==> src/rtl/ring_ctrl_pkg.sv <==
// Shared opcode and FSM state encodings for the ring counter controller.
package ring_ctrl_pkg;

  typedef enum logic [1:0] {
    OpLoad  = 2'b00,
    OpRotl  = 2'b01,
    OpRotr  = 2'b10,
    OpClear = 2'b11
  } op_e;

  typedef enum logic [1:0] {
    StIdle = 2'b00,
    StRun  = 2'b01,
    StDone = 2'b10
  } state_e;

endpackage

==> src/rtl/ring_reg.sv <==
// Ring register: load, clear and single-step rotate left/right.
// Clear has priority over load, load over rotate.
module ring_reg #(
  parameter int unsigned WIDTH = 4
) (
  input  logic             clk_i,
  input  logic             rst_ni,
  input  logic             load_i,
  input  logic             clear_i,
  input  logic             rotl_i,
  input  logic             rotr_i,
  input  logic [WIDTH-1:0] data_i,
  output logic [WIDTH-1:0] count_o
);

  logic [WIDTH-1:0] count_d, count_q;

  // Select the next ring value from the one-cycle enables.
  always_comb begin
    count_d = count_q;
    if (clear_i) begin
      count_d = '0;
    end else if (load_i) begin
      count_d = data_i;
    end else if (rotl_i) begin
      count_d = {count_q[WIDTH-2:0], count_q[WIDTH-1]};
    end else if (rotr_i) begin
      count_d = {count_q[0], count_q[WIDTH-1:1]};
    end
  end

  // Ring state register.
  always_ff @(posedge clk_i or negedge rst_ni) begin
    if (!rst_ni) begin
      count_q <= '0;
    end else begin
      count_q <= count_d;
    end
  end

  assign count_o = count_q;

endmodule

==> src/rtl/ring_counter_ctrl.sv <==
// Ring counter controller: accepts LOAD/CLEAR/ROTL/ROTR commands and runs
// multi-step rotations with abort. Optional wrap detection is enabled by
// defining RING_CTRL_WRAP_DETECT_EN.
module ring_counter_ctrl
  import ring_ctrl_pkg::*;
#(
  parameter int unsigned WIDTH = 4,
  parameter int unsigned CNT_W = 4
) (
  input  logic             clk,
  input  logic             reset,
  input  logic             cmd_valid,
  output logic             cmd_ready,
  input  logic [1:0]       cmd_op,
  input  logic [WIDTH-1:0] cmd_data,
  input  logic [CNT_W-1:0] cmd_count,
  input  logic             abort,
  output logic [WIDTH-1:0] count,
  output logic             busy,
  output logic             done,
  output logic             wrap
);

  localparam logic [CNT_W-1:0] RemOne = CNT_W'(1);

  state_e           state_q;
  op_e              op_q;
  logic [CNT_W-1:0] rem_q;
  logic             busy_q, done_q, ready_q;

  op_e  cmd_op_e;
  logic accept, run_step;
  logic load_en, clear_en, rotl_en, rotr_en;

  // Decode accept and per-edge register enables.
  always_comb begin
    cmd_op_e = op_e'(cmd_op);
    accept   = cmd_valid && ready_q;
    load_en  = accept && (cmd_op_e == OpLoad);
    clear_en = accept && (cmd_op_e == OpClear);
    // abort suppresses the rotation on the edge it is seen.
    run_step = (state_q == StRun) && !abort;
    rotl_en  = run_step && (op_q == OpRotl);
    rotr_en  = run_step && (op_q == OpRotr);
  end

  // Control FSM with registered handshake and status outputs.
  always_ff @(posedge clk or negedge reset) begin
    if (!reset) begin
      state_q <= StIdle;
      op_q    <= OpLoad;
      rem_q   <= '0;
      busy_q  <= 1'b0;
      done_q  <= 1'b0;
      ready_q <= 1'b1;
    end else begin
      case (state_q)
        StIdle: begin
          if (cmd_valid) begin
            ready_q <= 1'b0;
            if ((cmd_op_e == OpLoad) || (cmd_op_e == OpClear) || (cmd_count == '0)) begin
              state_q <= StDone;
              done_q  <= 1'b1;
            end else begin
              state_q <= StRun;
              op_q    <= cmd_op_e;
              rem_q   <= cmd_count;
              busy_q  <= 1'b1;
            end
          end
        end
        StRun: begin
          if (abort || (rem_q == RemOne)) begin
            state_q <= StDone;
            rem_q   <= '0;
            busy_q  <= 1'b0;
            done_q  <= 1'b1;
          end else begin
            rem_q <= rem_q - RemOne;
          end
        end
        StDone: begin
          state_q <= StIdle;
          done_q  <= 1'b0;
          ready_q <= 1'b1;
        end
        default: begin
          state_q <= StIdle;
          rem_q   <= '0;
          busy_q  <= 1'b0;
          done_q  <= 1'b0;
          ready_q <= 1'b1;
        end
      endcase
    end
  end

  ring_reg #(
    .WIDTH(WIDTH)
  ) u_ring_reg (
    .clk_i  (clk),
    .rst_ni (reset),
    .load_i (load_en),
    .clear_i(clear_en),
    .rotl_i (rotl_en),
    .rotr_i (rotr_en),
    .data_i (cmd_data),
    .count_o(count)
  );

  assign cmd_ready = ready_q;
  assign busy      = busy_q;
  assign done      = done_q;

`ifdef RING_CTRL_WRAP_DETECT_EN
  logic [WIDTH-1:0] pat_q, rot_nxt;
  logic             wrap_q;

  // Value the ring takes on this edge if a rotation happens.
  always_comb begin
    rot_nxt = (op_q == OpRotl) ? {count[WIDTH-2:0], count[WIDTH-1]} :
                                 {count[0], count[WIDTH-1:1]};
  end

  // Capture the pattern at accept and flag rotations that return to it.
  always_ff @(posedge clk or negedge reset) begin
    if (!reset) begin
      pat_q  <= '0;
      wrap_q <= 1'b0;
    end else begin
      wrap_q <= (rotl_en || rotr_en) && (rot_nxt == pat_q);
      if (accept) begin
        pat_q <= count;
      end
    end
  end

  assign wrap = wrap_q;
`else
  assign wrap = 1'b0;
`endif

endmodule

==> config.mk <==
export PLATFORM = sky130hd
export DESIGN_NAME = ring_counter_ctrl
export DESIGN_NICKNAME = d
export VERILOG_FILES = /design/src/rtl/ring_ctrl_pkg.sv /design/src/rtl/ring_reg.sv /design/src/rtl/ring_counter_ctrl.sv
export SDC_FILE = /design/constraint.sdc
export NUM_CORES = 1
export LEC_CHECK = 0
export BUFFER_PORTS_ARGS = -buffer_cell sky130_fd_sc_hd__buf_2
export CELL_PAD_IN_SITES_DETAIL_PLACEMENT = 2
export CELL_PAD_IN_SITES_GLOBAL_PLACEMENT = 2
export CORE_ASPECT_RATIO = 1.1
export CORE_MARGIN = 1
export CORE_UTILIZATION = 31
export CTS_CLUSTER_DIAMETER = 40
export DETAILED_ROUTE_END_ITERATION = 16
export GPL_TIMING_DRIVEN = 0
export PLACE_DENSITY_LB_ADDON = 0.1
export SLEW_MARGIN = 20
export SYNTH_ARGS = -nofsm -noshare
export SYNTH_HDL_FRONTEND = slang
export SYNTH_SLANG_ARGS = --single-unit
==> constraint.sdc <==
create_clock -name clk -period 2.1 [get_ports clk]
set_clock_uncertainty 0.2 [all_clocks]
set_input_delay 0.105 -clock clk [delete_from_list [all_inputs] [get_ports clk]]
set_output_delay 0.105 -clock clk [all_outputs]
set_load 0.005 [all_outputs]
==> impl_summary.txt, run 1 <==
----------------------------------------------------
[Clocking]
  Buffer count from post-CTS setup fixing ... 0
  Largest buffer count on any clock path ... 2
  Clock-pin slew on the worst setup and hold paths ... 80 ps
  Clock tree from TritonCTS ... done
  Number of clock sinks ... 15
  Number of instances resized during post-cts repair ... 0
  Clock tree root buffer cell ... clkbuf_4
  Number of buffers created by CTS ... 3
  Clock latency on the worst-skew pair ... 270 ps
  Count of H-tree levels built during CTS ... 1

[Critical path]
  Critical Path Source Type ... input port
  Sort of element at the end of the critical path ... flop
  Slowest cell on the critical path ... nor3_1
  Largest fanout on the critical path ... 5
  Worst path max stage delay ... 560 ps
  Arrival time worst endpoint ... 1880 ps
  Worst EP required ... 2060 ps
  Critical setup path kind ... input port to flop
  Cells along the critical path ... dlygate4sd3_1 -> buf_2 -> nand2_1 -> nor3_1 -> o2bb2ai_1 -> a221o_1

[GRT]
  Congestion Overflow GR ... 0
  Vias in the first global route ... 850
  Pin count of the biggest net entering global routing ... 16
  Met3 GRT Util ... 4.80%
  Tot GR Track Use ... 17.7%
  Initial antenna violation count ... 0
  Met2 global-route usage ... 28.2%
  Layer with the highest usage after global routing ... met2
  Global-route wire length before repair ... 3960 um
  Met1 track demand over resource in global routing ... 24.6%

[Die]
  Number of placed I/O pins ... 22
  Effective utilization at floorplan ... 33.6%
  Chip Height ... 57.6 um
  Total core area ... 2590 um^2
  Horizontal die dimension ... 52.5 um
  Full die area ... 3030 um^2
  Std cell rows ... 19

[Synth]
  Leading post-synthesis cells by cell area ... dfrtp_1 (40%), ha_1 (5.7%), o22ai_1 (5.0%), inv_1 (4.3%), a22o_1 (4.0%)
  Number of instances in the synthesized netlist ... 86
  Cell taking the most area after synthesis ... dfrtp_1
  Predominant post-synthesis flop cell ... dfrtp_1
  Number of synthesized flops with an enable pin ... 0
  Share of flip-flops with an asynchronous set or reset after synthesis ... 100%
  Warnings, synthesis ... 0
  Total standard cell area after synthesis ... 871 um^2
  Number of unique standard cell types used by synthesis ... 35
  Post-synth net total ... 104
  Top cell type's share of synthesized area ... 40.2%
  Register bit total from synthesis ... 15
  Average size of a mapped cell ... 10.1 um^2
  Share of synthesized area occupied by flip-flops and latches ... 43.2%

[Timing]
  Final worst path period need ... 1920 ps
  RSZ-0062 raised after global routing ... false
  Slew Viols, Final ... 0
  Period Utilization, post-route ... 91.5%
  Fmax achieved ... 0.520 GHz
  Final count of hold timing violations ... 0
  Transition at the pin with the smallest max-transition slack ... 712 ps
  Total negative slack for setup checks ... 0 ps
  Max-Slew Margin vs Limit ... 52.1%
  Setup-violating endpoint count in the final report ... 0

[Drt]
  Routed vias/inst ... 5.29
  Pre-antenna DRT Iters ... 2
  Post-detailed-routing wire length ... 2320 um
  Antenna violation net count after detailed routing ... 0
  1st-iter DRT viols ... 7
  Routed via count ... 804
  Average wire length per cell after detail routing ... 15.3 um
  Count of unresolved DRC violations after routing ... 0

[Place]
  Routability-driven placement congestion ratio ... 0.761
  Detailed placement HPWL ... 1800 um
  Quantity of I/O buffers inserted on ports ... 20
  Cell Count Post-Placement ... 137

[Pwr]
  Static leakage ... 0.558 nW
  Part of the total power dissipated in combinational logic ... 46.8%
  Fraction of power consumed by sequential logic ... 40.9%
  Power density over the cells ... 1120 nW/um^2
  Switch Pwr ... 0.487 mW
  Cell Int Power ... 0.802 mW
  Switching fraction of total power ... 37.7%
  Largest vdd supply drop ... 534 uV
  Clk network pwr share ... 12.3%

[Worst hold path]
  Classification of the worst-slack hold path ... input port to async pin

[Layout]
  Fraction of final layout cells with drive strength greater than 1 ... 28.9%
  Layout Nets ... 140
  Number of diodes ... 0
  Non-filler cells in the finished layout ... 152
  Growth of design area from synthesis to finish ... 31.6%

[Outcome]
  Status ... completed

[Job]
  Number of maximum-capacitance violations ... 0

----------------------------------------------------
[synthesized netlist by cell type, types with 2 or more instances]
| master | n |
|---|---|
| nor2_1 | 3 |
| nor4_1 | 2 |
| a22o_1 | 4 |
| nand2b_1 | 4 |
| a21o_2 | 2 |
| dfrtp_1 | 14 |
| inv_1 | 10 |
| mux2_2 | 2 |
| a22oi_1 | 4 |
| nor3_1 | 3 |
| ha_1 | 4 |
| a21oi_1 | 3 |
| nand3_1 | 2 |
| nand2_1 | 2 |
| o22ai_1 | 7 |
[final cells by class]
cell class,instances,area (um^2)
buffer,3,23.8
clock buffer,4,26.3
fill,294,1450
inverter,10,37.5
multi-input combinational,58,433
sequential,15,377
tap,31,38.8
timing repair buffer,31,210
[metal layers]
layer / routed length [um] / part of all wire, %
met1: 1130 / 48
met3: 57 / 2.5
met4: 16 / 0.69
met5: 0 / 0
met2: 1120 / 48
[sequential cells by signal, summed over array words and instances, names as in the netlist]
signal              count
cmd_ready               1
op_q                    2
rem_q                   4
state_q                 2
done                    1
u_ring_reg.count_o      4
busy                    1
[logic make-up (layout without fill, tap and decap cells)]
group / count (synthesis) / after routing / share of synthesized area [%]
AO/OA/AOI/OAI: 30 / 30 / 25.9
adder cells (fa/ha/maj): 4 / 4 / 5.75
buffers and inverters: 13 / 48 / 7.04
flip-flops: 15 / 15 / 43.2
multiplexers: 3 / 3 / 3.74
other: 1 / 1 / 0.431
AND/OR/NAND/NOR: 20 / 20 / 13.9
[worst max-delay path: cells and delay by family]
family | cells | cell delay (ps)
buffers and inverters | 2 | 680
AND/OR/NAND/NOR | 2 | 670
AO/OA/AOI/OAI | 2 | 430
[worst paths after layout]
path,from,slack [ps],cells after the start,end
setup / recovery,cmd_valid,180,6,rem_q[3]
hold reg to reg,done,320,2,done
hold / removal,reset,70,2,state_q[1]
setup reg to reg,state_q[0],180,3,op_q[0]
min in group clk,cmd_count[1],110,4,rem_q[1]
max in group asynchronous,reset,1330,2,cmd_ready
[per-stage QoR]
step	hold WS [ps]	setup slack, ps	area (um^2)	total power, mW	utilization [%]
after CTS	59.5	129	1150	1.31	44.2
after detailed placement	-163	98.4	1010	1.13	39.0
after global placement	-170	102	1010	1.10	39.0
final	72.5	178	1150	1.29	44.2
after global routing	114	19.6	1150	1.41	44.2
after floorplan	-391	412	871	0.925	-
[repair_timing]
item / 4_1_cts / 5_1_grt
hold buffers: 11 / 0
setup endpoints to repair: 0 / 0
endpoints found under the hold margin: 25 / 0
[placed cells by master (no fill, tap or decap), types with 2 or more instances in the layout]
cell type / netlist / routed
a21oi_1: 3 / 3
nand3_1: 2 / 2
dfrtp_1: 14 / 14
ha_1: 4 / 4
o22ai_1: 7 / 7
dlygate4sd3_1: 0 / 11
clkbuf_4: 0 / 3
nand2_1: 2 / 2
nand2b_1: 4 / 4
nor4_1: 2 / 2
a22oi_1: 4 / 4
a21o_2: 2 / 2
nor2_1: 3 / 3
nor3_1: 3 / 3
a22o_1: 4 / 4
inv_1: 10 / 10
mux2_2: 2 / 2
buf_2: 1 / 21
[power groups by stage]
stage / Clock (mW) / Combinational, mW / Sequential (mW)
final: 0.159 / 0.603 / 0.527
after global routing: 0.179 / 0.685 / 0.544
after CTS: 0.171 / 0.613 / 0.530
after detailed placement: 0 / 0.596 / 0.535
after global placement: 0 / 0.570 / 0.530
after floorplan: 0 / 0.408 / 0.517
Power figures use the tool's default switching activity.
==> run 2: changes to the inputs <==
--- a/config.mk
+++ b/config.mk
@@ -6,11 +6,11 @@
 export NUM_CORES = 1
 export LEC_CHECK = 0
 export BUFFER_PORTS_ARGS = -buffer_cell sky130_fd_sc_hd__buf_2
-export CELL_PAD_IN_SITES_DETAIL_PLACEMENT = 2
-export CELL_PAD_IN_SITES_GLOBAL_PLACEMENT = 2
+export CELL_PAD_IN_SITES_DETAIL_PLACEMENT = 1
+export CELL_PAD_IN_SITES_GLOBAL_PLACEMENT = 1
 export CORE_ASPECT_RATIO = 1.1
 export CORE_MARGIN = 1
-export CORE_UTILIZATION = 31
+export CORE_UTILIZATION = 39
 export CTS_CLUSTER_DIAMETER = 40
 export DETAILED_ROUTE_END_ITERATION = 16
 export GPL_TIMING_DRIVEN = 0
==> run 2 against run 1 <==
Net effect:
- sequential cell count did not move
- non-clock buffer count did not move
- critical endpoint unchanged
- critical path type unchanged
- routed wire length fell by 8.1%
==> impl_summary.txt, run 2 (synthesis results as in run 1) <==
----------------------------------------------------
[Outcome]
  Status ... completed (unchanged)

[Job]
  Number of maximum-capacitance violations ... 0 (unchanged)

[Critical path]
  Worst-case register-to-register setup slack ... 240 ps (was 180 ps)
  Largest fanout on the critical path ... 5 (unchanged)
  Sort of element at the end of the critical path ... flop (unchanged)
  Worst EP required ... 2070 ps (was 2060 ps)
  Arrival time worst endpoint ... 1940 ps (was 1880 ps)
  Reg2Reg Depth ... 4 (was 3)
  Critical Path Source Type ... input port (unchanged)
  Reg-to-reg endpoint ... rem_q[3] (was op_q[0])
  Critical setup path kind ... input port to flop (unchanged)
  Origin of the critical flop-to-flop path ... state_q[1] (was state_q[0])

[Timing]
  Slew Viols, Final ... 0 (unchanged)
  Final count of hold timing violations ... 0 (unchanged)
  RSZ-0062 raised after global routing ... false (unchanged)
  Max-Slew Margin vs Limit ... 53.7% (was 52.1%)
  Transition at the pin with the smallest max-transition slack ... 689 ps (was 712 ps)
  Final worst path period need ... 1970 ps (was 1920 ps)
  Setup-violating endpoint count in the final report ... 0 (unchanged)
  Total negative slack for setup checks ... 0 ps (unchanged)
  Fmax achieved ... 0.508 GHz (was 0.520 GHz)
  Period Utilization, post-route ... 93.8% (was 91.5%)

[Place]
  DP Area ... 1010 um^2 (about the same)
  Cell Count Post-Placement ... 134 (was 137)
  Routability-driven placement congestion ratio ... 0.738 (was 0.761)
  Quantity of I/O buffers inserted on ports ... 20 (unchanged)
  Detailed placement HPWL ... 1600 um (was 1800 um)

[Die]
  Number of placed I/O pins ... 22 (unchanged)
  Horizontal die dimension ... 47.1 um (was 52.5 um)
  Full die area ... 2430 um^2 (was 3030 um^2)
  Chip Height ... 51.6 um (was 57.6 um)
  Effective utilization at floorplan ... 42.2% (was 33.6%)
  Std cell rows ... 17 (was 19)
  Total core area ... 2060 um^2 (was 2590 um^2)

[Layout]
  Layout Nets ... 140 (unchanged)
  Most common cell after layout, fill and taps aside ... buf_2 (unchanged)
  Non-filler cells in the finished layout ... 149 (was 152)
  Fraction of final layout cells with drive strength greater than 1 ... 29.8% (was 28.9%)
  Leading cell types in the layout, fill and taps excluded ... buf_2 (21), dfrtp_1 (14), dlygate4sd3_1 (11) (unchanged)
  Number of diodes ... 0 (unchanged)
  Finished Core Util ... 55.7% (was 44.2%)
  Growth of design area from synthesis to finish ... 31.9% (was 31.6%)
  Area of all placed cells without fillers ... 1150 um^2 (about the same)

[Drt]
  Count of unresolved DRC violations after routing ... 0 (unchanged)
  Antenna violation net count after detailed routing ... 0 (unchanged)
  Pre-antenna DRT Iters ... 4 (was 2)
  Post-detailed-routing wire length ... 2130 um (was 2320 um)
  Routed vias/inst ... 5.38 (was 5.29)
  Routed via count ... 801 (was 804)
  1st-iter DRT viols ... 5 (was 7)
  Average wire length per cell after detail routing ... 14.3 um (was 15.3 um)

[Clocking]
  Buffer count from post-CTS setup fixing ... 0 (unchanged)
  Clock tree root buffer cell ... clkbuf_4 (unchanged)
  Largest buffer count on any clock path ... 2 (unchanged)
  Clock tree from TritonCTS ... done (unchanged)
  Count of H-tree levels built during CTS ... 1 (unchanged)
  Number of buffers created by CTS ... 3 (unchanged)
  Clock-pin slew on the worst setup and hold paths ... 90 ps (was 80 ps)
  Number of clock sinks ... 15 (unchanged)
  Clock latency on the worst-skew pair ... 280 ps (was 270 ps)

[GRT]
  Congestion Overflow GR ... 0 (unchanged)
  Layer with the highest usage after global routing ... met2 (unchanged)
  Met2 global-route usage ... 37.7% (was 28.2%)
  Met3 GRT Util ... 3.47% (was 4.80%)
  Pin count of the biggest net entering global routing ... 16 (unchanged)
  Met1 track demand over resource in global routing ... 21.9% (was 24.6%)
  Initial antenna violation count ... 0 (unchanged)
  Tot GR Track Use ... 20.9% (was 17.7%)
  Global-route wire length before repair ... 3550 um (was 3960 um)
  Vias in the first global route ... 879 (was 850)

[Pwr]
  Fraction of power consumed by sequential logic ... 40.6% (was 40.9%)
  Clk network pwr share ... 12.6% (was 12.3%)
  Cell Int Power ... 0.804 mW (was 0.802 mW)
  Part of the total power dissipated in combinational logic ... 46.8% (about the same)
  Switching fraction of total power ... 37.3% (was 37.7%)
  Largest vdd supply drop ... 552 uV (was 534 uV)
  Total Power Consumption ... 1.28 mW (was 1.29 mW)
  Static leakage ... 0.559 nW (was 0.558 nW)
  Power density over the cells ... 1120 nW/um^2 (about the same)
  Switch Pwr ... 0.478 mW (was 0.487 mW)

[Worst hold path]
  Classification of the worst-slack hold path ... input port to async pin (unchanged)

----------------------------------------------------
[run 2: changes by cell type in the layout (fill, tap and decap cells not counted)]
cell    previous run  this run
nor4_1             2         1
nor4_2             1         2
[run 2: worst max-delay path, stage by stage]
cell and delay (ps):
dlygate4sd3_1 530, buf_2 150, nand2_1 140, nor3_1 570, o2bb2ai_1 130, a221o_1 310
[run 2: how the worst max path moves through the flow]
stage,startpoint,endpoint,slack (ps)
after floorplan,state_q[0],op_q[0],410
after global placement,cmd_op[0],op_q[0],140
after detailed placement,cmd_op[0],op_q[0],90
after CTS,state_q[0],op_q[0],100
after global routing,cmd_valid,rem_q[3],60
final,cmd_valid,rem_q[3],130
[run 2: through the flow]
stage	setup WS, ps	hold slack, ps
after floorplan	412	-391
after detailed placement	87.5	-167
after global placement	135	-173
after global routing	55.6	80.1
after CTS	100	58.9
final	130	58.5
[run 2: repair_timing]
action / in CTS / in global routing
setup endpoints to repair: 0 / 1
hold buffers: 11 / 0
hold endpoints to repair: 25 / 0
gates resized for setup: 0 / 1
[run 2: metal layers]
layer  share of wire (%)  vias up
li1                    -      389
met2                  57       15
met5                   0        -
met1                  40      393
met4                 1.4        0
met3                 1.9        4
[run 2: area by class of cell]
cell class	count	area, um^2
Tap cell	28	35.0
Timing Repair Buffer	31	210
Sequential cell	15	377
Clock buffer	4	26.3
Fill cell	257	915
Multi-Input combinational cell	58	439
Inverter	10	37.5
Buffer	3	23.8
[run 2: power by group through the flow]
| stage | Sequential (mW) | Combinational [mW] | Clock (mW) |
|---|---|---|---|
| finish | 0.521 | 0.599 | 0.161 |
| global route | 0.543 | 0.665 | 0.186 |
| CTS | 0.522 | 0.602 | 0.170 |
| detailed placement | 0.528 | 0.584 | 0 |
| global placement | 0.525 | 0.563 | 0 |
| floorplan | 0.517 | 0.408 | 0 |
